**config.mk**
```make
export PLATFORM = sky130hd
export DESIGN_NAME = inst_fetch_unit
export DESIGN_NICKNAME = d
export VERILOG_FILES = /design/src/rtl/inst_fetch_unit.sv
export SDC_FILE = /design/constraint.sdc
export NUM_CORES = 1
export LEC_CHECK = 0
export ABC_AREA = 1
export CORE_MARGIN = 3
export CORE_UTILIZATION = 34
export CTS_CLUSTER_DIAMETER = 50
export DETAILED_ROUTE_END_ITERATION = 10
export PLACE_DENSITY = 0.58
export SKIP_LAST_GASP = 1
export SLEW_MARGIN = 15
export SYNTH_ARGS = -nofsm -noshare
export SYNTH_HDL_FRONTEND = slang
export SYNTH_SLANG_ARGS = --single-unit
```
**constraint.sdc**
```tcl
create_clock -name clk -period 7.1 [get_ports clk]
set_input_delay 1.42 -clock clk [delete_from_list [all_inputs] [get_ports clk]]
set_output_delay 1.42 -clock clk [all_outputs]
set_load 0.005 [all_outputs]
```
**src/rtl/inst_fetch_unit.sv**
```systemverilog
// Instruction fetch unit: owns the PC, reads a synchronous instruction BRAM and buffers
// returned words in a small FIFO presented to decode with valid/ready.
module inst_fetch_unit #(
    parameter logic [31:0] RESET_PC = 32'h0000_0000,
    parameter int unsigned IMEM_AW  = 14,
    parameter int unsigned DEPTH    = 2
) (
    input  logic               clk,
    input  logic               rstn,
    output logic               imem_en,
    output logic [IMEM_AW-1:0] imem_addr,
    input  logic [31:0]        imem_rdata,
    output logic [31:0]        inst_id,
    output logic [31:0]        pc_id,
    output logic [6:0]         opcode_id,
    output logic [6:0]         funct7_id,
    output logic               valid_id,
    input  logic               ready_id,
    input  logic               redirect_valid,
    input  logic [31:0]        redirect_pc
);

    localparam int unsigned PW      = (DEPTH > 2) ? 2 : 1;
    localparam logic [3:0]  DEPTH_C = 4'(DEPTH);

    logic [31:0]   pc_q;
    logic [31:0]   inflight_pc_q;
    logic          inflight_q;
    logic          kill_q;
    logic [2:0]    count_q;
    logic [PW-1:0] rptr_q;
    logic [PW-1:0] wptr_q;
    logic [31:0]   buf_inst_q [DEPTH];
    logic [31:0]   buf_pc_q   [DEPTH];

    logic       pop;
    logic       push;
    logic       issue;
    logic [3:0] occupancy;

    always_comb begin
        valid_id  = (count_q != 3'd0);
        pop       = valid_id & ready_id;
        // Slots committed once this cycle settles: buffered + returning - leaving.
        occupancy = {1'b0, count_q} + {3'b000, inflight_q} - {3'b000, pop};
        issue     = rstn & ~redirect_valid & (occupancy < DEPTH_C);
        push      = inflight_q & ~kill_q & ~redirect_valid;
        imem_en   = issue;
        imem_addr = pc_q[IMEM_AW+1:2];
    end

    // Head is masked while empty so stale storage never leaks to decode.
    always_comb begin
        inst_id   = valid_id ? buf_inst_q[rptr_q] : 32'h0;
        pc_id     = valid_id ? buf_pc_q[rptr_q]   : 32'h0;
        opcode_id = inst_id[6:0];
        funct7_id = inst_id[31:25];
    end

    always_ff @(posedge clk or negedge rstn) begin
        if (!rstn) begin
            pc_q          <= RESET_PC;
            inflight_pc_q <= 32'h0;
            inflight_q    <= 1'b0;
            kill_q        <= 1'b0;
            count_q       <= 3'd0;
            rptr_q        <= '0;
            wptr_q        <= '0;
        end else begin
            kill_q <= redirect_valid & inflight_q;
            if (redirect_valid) begin
                pc_q       <= redirect_pc & 32'hFFFF_FFFC;
                inflight_q <= 1'b0;
                count_q    <= 3'd0;
                rptr_q     <= '0;
                wptr_q     <= '0;
            end else begin
                inflight_q <= issue;
                if (issue) begin
                    pc_q          <= pc_q + 32'd4;
                    inflight_pc_q <= pc_q;
                end
                if (push) wptr_q <= wptr_q + 1'b1;
                if (pop) rptr_q <= rptr_q + 1'b1;
                count_q <= count_q + {2'b00, push} - {2'b00, pop};
            end
        end
    end

    // Storage needs no reset: entries are only observed while counted valid.
    always_ff @(posedge clk) begin
        if (push) begin
            buf_inst_q[wptr_q] <= imem_rdata;
            buf_pc_q[wptr_q]   <= inflight_pc_q;
        end
    end

    count_within_depth : assert property (@(posedge clk) disable iff (!rstn)
        count_q <= 3'(DEPTH));

endmodule

```
# == After elaboration in Yosys (flattened, before gate mapping) ==
# Memories as Yosys holds them, arrays and structs flattened.
# Cells that the tools add are included.
# totals
mem_count,2
output_inout_bits,94
in_bits,68
ram_bits,128
ff_bits,71
# classes
reduce_logical,5
muxes,12
bitwise_logic,8
magnitude_cmp,1
add_sub_neg,7
# memory_table
memory,depth,word_bits,read_ports,rd_clocked_by_memory_dff,wr,line_no,source
buf_inst_q,2,32,1,0,1,33,logic [31:0] buf_inst_q [DEPTH];
buf_pc_q,2,32,1,0,1,34,logic [31:0] buf_pc_q [DEPTH];
# op_table
operator,n
$mux W32,4
$add A32 B3 Y32 const B,1
$mux W1,7
$and A1 B1 Y1,6
$reduce_bool A2 Y1,3
$add A3 B1 Y4,1
$lt A4 B2 Y1 const B,1
$sub A4 B1 Y4,1
$add A3 B1 Y3,1
$mux W3,1
$reduce_bool A3 Y1,1
$sub A3 B1 Y3,1
$add A1 B1 Y1 const B,2
$not A1 Y1,2
$reduce_and A2 Y1,1

# == Logic depth before layout (Yosys ltp) ==
# logic_depth
ltp_word,7
ltp_mapped,14

# == Least setup slack after synthesis ==
# OpenSTA, ideal clock, no wires.
# synth_timing
kind,in2reg
start,in redirect_valid
end,"mem buf_inst_q[1][0], enable pin"
slack_ps,279
path_buffers,2
setup_time_ps,559
t_arrival_ps,6262
t_required_ps,6541
path_stages,5
path_cell_list,buf_2 > clkinv_2 > clkbuf_1 > nand2_1 > nor3_1
# synth_via
elab_chain_cells,4
# synth_lines
item,line_no,source
start: declaration,19,"input logic redirect_valid,"
$not A1 Y1 (no source line),-,
$and A1 B1 Y1,47,push = inflight_q & ~kill_q & ~redirect_valid;
$mux W1,92,if (push) begin
$mux W1 (not written as such),93,buf_inst_q[wptr_q] <= imem_rdata;
end: declaration,33,
# Every way passes these cells.

# == Final worst setup path ==
# layout_timing
start,in ready_id
end,out imem_en
# layout_via
elab_chain_cells,4
# layout_lines
item,line_no,source
start: declaration,18,"input logic ready_id,"
$and A1 B1 Y1,43,pop = valid_id & ready_id;
$sub A4 B1 Y4,45,"occupancy = {1'b0, count_q} + {3'b000, inflight_q} - {3'b000, pop};"
$lt A4 B2 Y1,46,issue = rstn & ~redirect_valid & (occupancy < DEPTH_C);
$and A1 B1 Y1,46,
end: declaration,10,"output logic imem_en,"
# Every way passes these cells.

==> results_dict.tcl <==
set metrics [dict create \
    outcome "finished, final reports clean" \
    crit_type "input pin to output pin" \
    grt_pass1_wl_um 33900 \
    crit_chain "clkdlybuf4s50_1 > nand3_2 > nand2_2 > nand2_1 > fa_1 > nand3_1 > nor2_1 > nand3_4 > inv_2 > clkdlybuf4s50_1" \
    reg2reg_from "count_q[1]" \
    syn_avg_cell_area_um2 8.62 \
    hpwl_um 13700 \
    instances_no_fill 1522 \
    fin_crit_sh 0.722 \
    grt_pass1_vias 6414 \
    final_nets 1249 \
    antenna_found_initial 0 \
    cts_tree "yes" \
    period_needed_ps 5130 \
    io_pins 162 \
    drive_above_1_share 0.0480 \
    dp.cells 1490 \
    slowest_stage "clkdlybuf4s50_1" \
    rsz0062_at_grt "false" \
    finalHoldViolations 0 \
    synthesis.area_um2 9130 \
    p_leak_nw 5.22 \
    via_count 6676 \
    maxCapViolCount 0 \
    grtUsageTotal 0.149 \
    fin_worst_skew_ps 9.29 \
    cellPowerDensity_nw_per_um2 359 \
    clockRootBuffer "clkbuf_16" \
    cts_setup_buffers 0 \
    postRouteAntennaNets 0 \
    wire_per_inst_um 13.7 \
    crit_path_frequent_cell "clkdlybuf4s50_1" \
    ys_seq_area_frac 0.591 \
    finalSetupViolations 0 \
    crit_path_max_fanout 12 \
    num_rows 59 \
    synthCells 1059 \
    cp.arrival_ps 3710 \
    hold_class "flop to flop" \
    yosysUniqueCellTypes 27 \
    clock_sinks 191 \
    drcViolationCount 0 \
    yosys_warnings 0 \
    die_x_um 170 \
    clock_latency_ps 420 \
    grt_max_degree 82 \
    vdd_ir_drop_max_mv 0.171 \
    cts_max_path_buffers 2 \
    multiInputGateArea_um2 2930 \
    start_util 0.348 \
    cp-startpoint "ready_id" \
    worst_setup_path_end_kind "output pin" \
    critPathLaunchType "input pin" \
    cts_buffers 17 \
    fmax_mhz 195 \
    portBuffers 157 \
    regArea_um2 5400 \
    holdCritStartpoint "inflight_pc_q[11]" \
    gp_congestion 0.853 \
    fillers 2574 \
    worstMarginPinSlew_ps 880 \
    core_area_um2 26200 \
    drt_iter0_markers 278 \
    dieArea_um2 28900 \
    gr-total-overflow 0 \
    cts_resized 0 \
    ys_ff_latch 191 \
    dp_slack_ps 1950 \
    htree_levels 4 \
    antenna_cells 0 \
    fin_ws_ps 1970 \
    cpPeakStageDelay_ps 530 \
    path_clk_slew_ps 70 \
    syn_to_final_growth_pct 24.4 \
    die_y_um 170 \
    holdBufCountCts 0 \
    finalSetupTns_ps 0 \
    via_per_inst 4.39 \
    slew_violations 0 \
    relSlewSlack 0.413 \
    required_ps 5680 \
    wirelength_um 20800 \
    dr.pass1.iters 5 \
    holdWs_ps 475 \
]
-- synthesized netlist by cell type --
library cell | count | area (um^2)
xor2_1 | 15 | 131
fa_1 | 2 | 40.0
nor2_1 | 54 | 203
dfrtp_1 | 67 | 1680
clkinv_2 | 1 | 5.00
o21ai_0 | 12 | 60.1
conb_1 | 1 | 3.75
buf_4 | 36 | 270
buf_2 | 4 | 20.0
nand2_2 | 2 | 12.5
nand3_4 | 1 | 17.5
nor2_2 | 3 | 18.8
o22ai_1 | 1 | 6.26
nand3_1 | 48 | 240
a21oi_1 | 1 | 5.00
nand2_1 | 525 | 1970
nand3_2 | 2 | 20.0
inv_1 | 97 | 364
buf_1 | 2 | 7.51
ha_1 | 5 | 62.6
o21ai_1 | 19 | 95.1
edfxtp_1 | 124 | 3720
nor3_1 | 1 | 5.00
clkbuf_1 | 26 | 97.6
xnor2_1 | 3 | 26.3
buf_6 | 3 | 33.8
inv_2 | 4 | 15.0
-- flip-flops by register name, indices dropped and copies added (netlist names) --
signal         cells
buf_inst_q        64
buf_pc_q          60
inflight_pc_q     30
pc_q              30
count_q            3
inflight_q         1
kill_q             1
rptr_q             1
wptr_q             1
-- critical path: cells and delay by family --
kind | cells | cell delay [ps]
buffers and inverters | 3 | 1190
adder cells (fa/ha/maj) | 1 | 480
AND/OR/NAND/NOR | 6 | 610
-- metal layers --
layer	part of all wire	up-vias	wire, um	track usage
met2	0.45	158	9330	0.230
met4	0.011	0	234	0.0423
met1	0.50	3021	10400	0.216
met5	0	-	0	0
met3	0.038	17	790	0.0244
li1	-	3480	-	-
-- final timing paths --
path	end	slack, ps	cells past startpoint
min in group asynchronous	pc_q[28]	1020	1
min reg2reg	buf_pc_q[1][11]	470	0
max	imem_en	1970	10
min	buf_pc_q[1][11]	470	0
max reg2reg	pc_q[20]	3840	13
max in group asynchronous	rptr_q	5040	2
-- through the flow --
| stage | power (mW) | area (um^2) | util |
|---|---|---|---|
| 2_1_floorplan | 2.50 | 9140 | - |
| 3_3_place_gp | 3.19 | 10800 | 0.411 |
| 3_5_place_dp | 3.20 | 10800 | 0.411 |
| 4_1_cts | 4.15 | 11400 | 0.433 |
| 5_1_grt | 4.40 | 11400 | 0.433 |
| 6_report | 4.08 | 11400 | 0.433 |
-- logic make-up (layout without fill, tap and decap cells) --
group | Yosys count | after routing | synth area share
and+or+nand+nor | 636 | 636 | 0.272
DFF | 191 | 191 | 0.591
buffers and inverters | 173 | 300 | 0.0891
AOI/OAI and AO/OA | 33 | 33 | 0.0182
xor gates and xnor gates | 18 | 18 | 0.0173
adders and majority gates | 7 | 7 | 0.0112
other | 1 | 2 | 0.000411
-- area by class of cell --
type	count	share of cell area
clock inverters	13	0.00969
clock buffers	19	0.0419
multi-input cells	696	0.258
inverters	102	0.0338
repair buffers	166	0.144
flip-flops and latches	191	0.476
well taps	335	0.0369
-- report_power, final --
| group | total (mW) | internal, mW | switching, mW | leakage (nW) |
|---|---|---|---|---|
| sequential | 1.64 | 1.45 | 0.193 | 1.98 |
| combinational | 1.50 | 0.713 | 0.791 | 2.95 |
| clock | 0.931 | 0.502 | 0.429 | 0.289 |
-- layout by cell type (no fill, tap or decap), types with 3 or more instances in the layout --
cell	count
nand2_1	525
clkinv_4	3
nor2_2	3
inv_8	3
inv_6	3
inv_2	4
ha_1	5
nand3_1	48
inv_1	97
clkdlybuf4s50_1	156
nor2_1	53
dfrtp_1	66
xor2_1	15
edfxtp_1	124
xnor2_1	3
o21ai_1	19
buf_4	9
clkbuf_16	19
o21ai_0	12
Note: power is estimated with default switching activity, not from simulation.
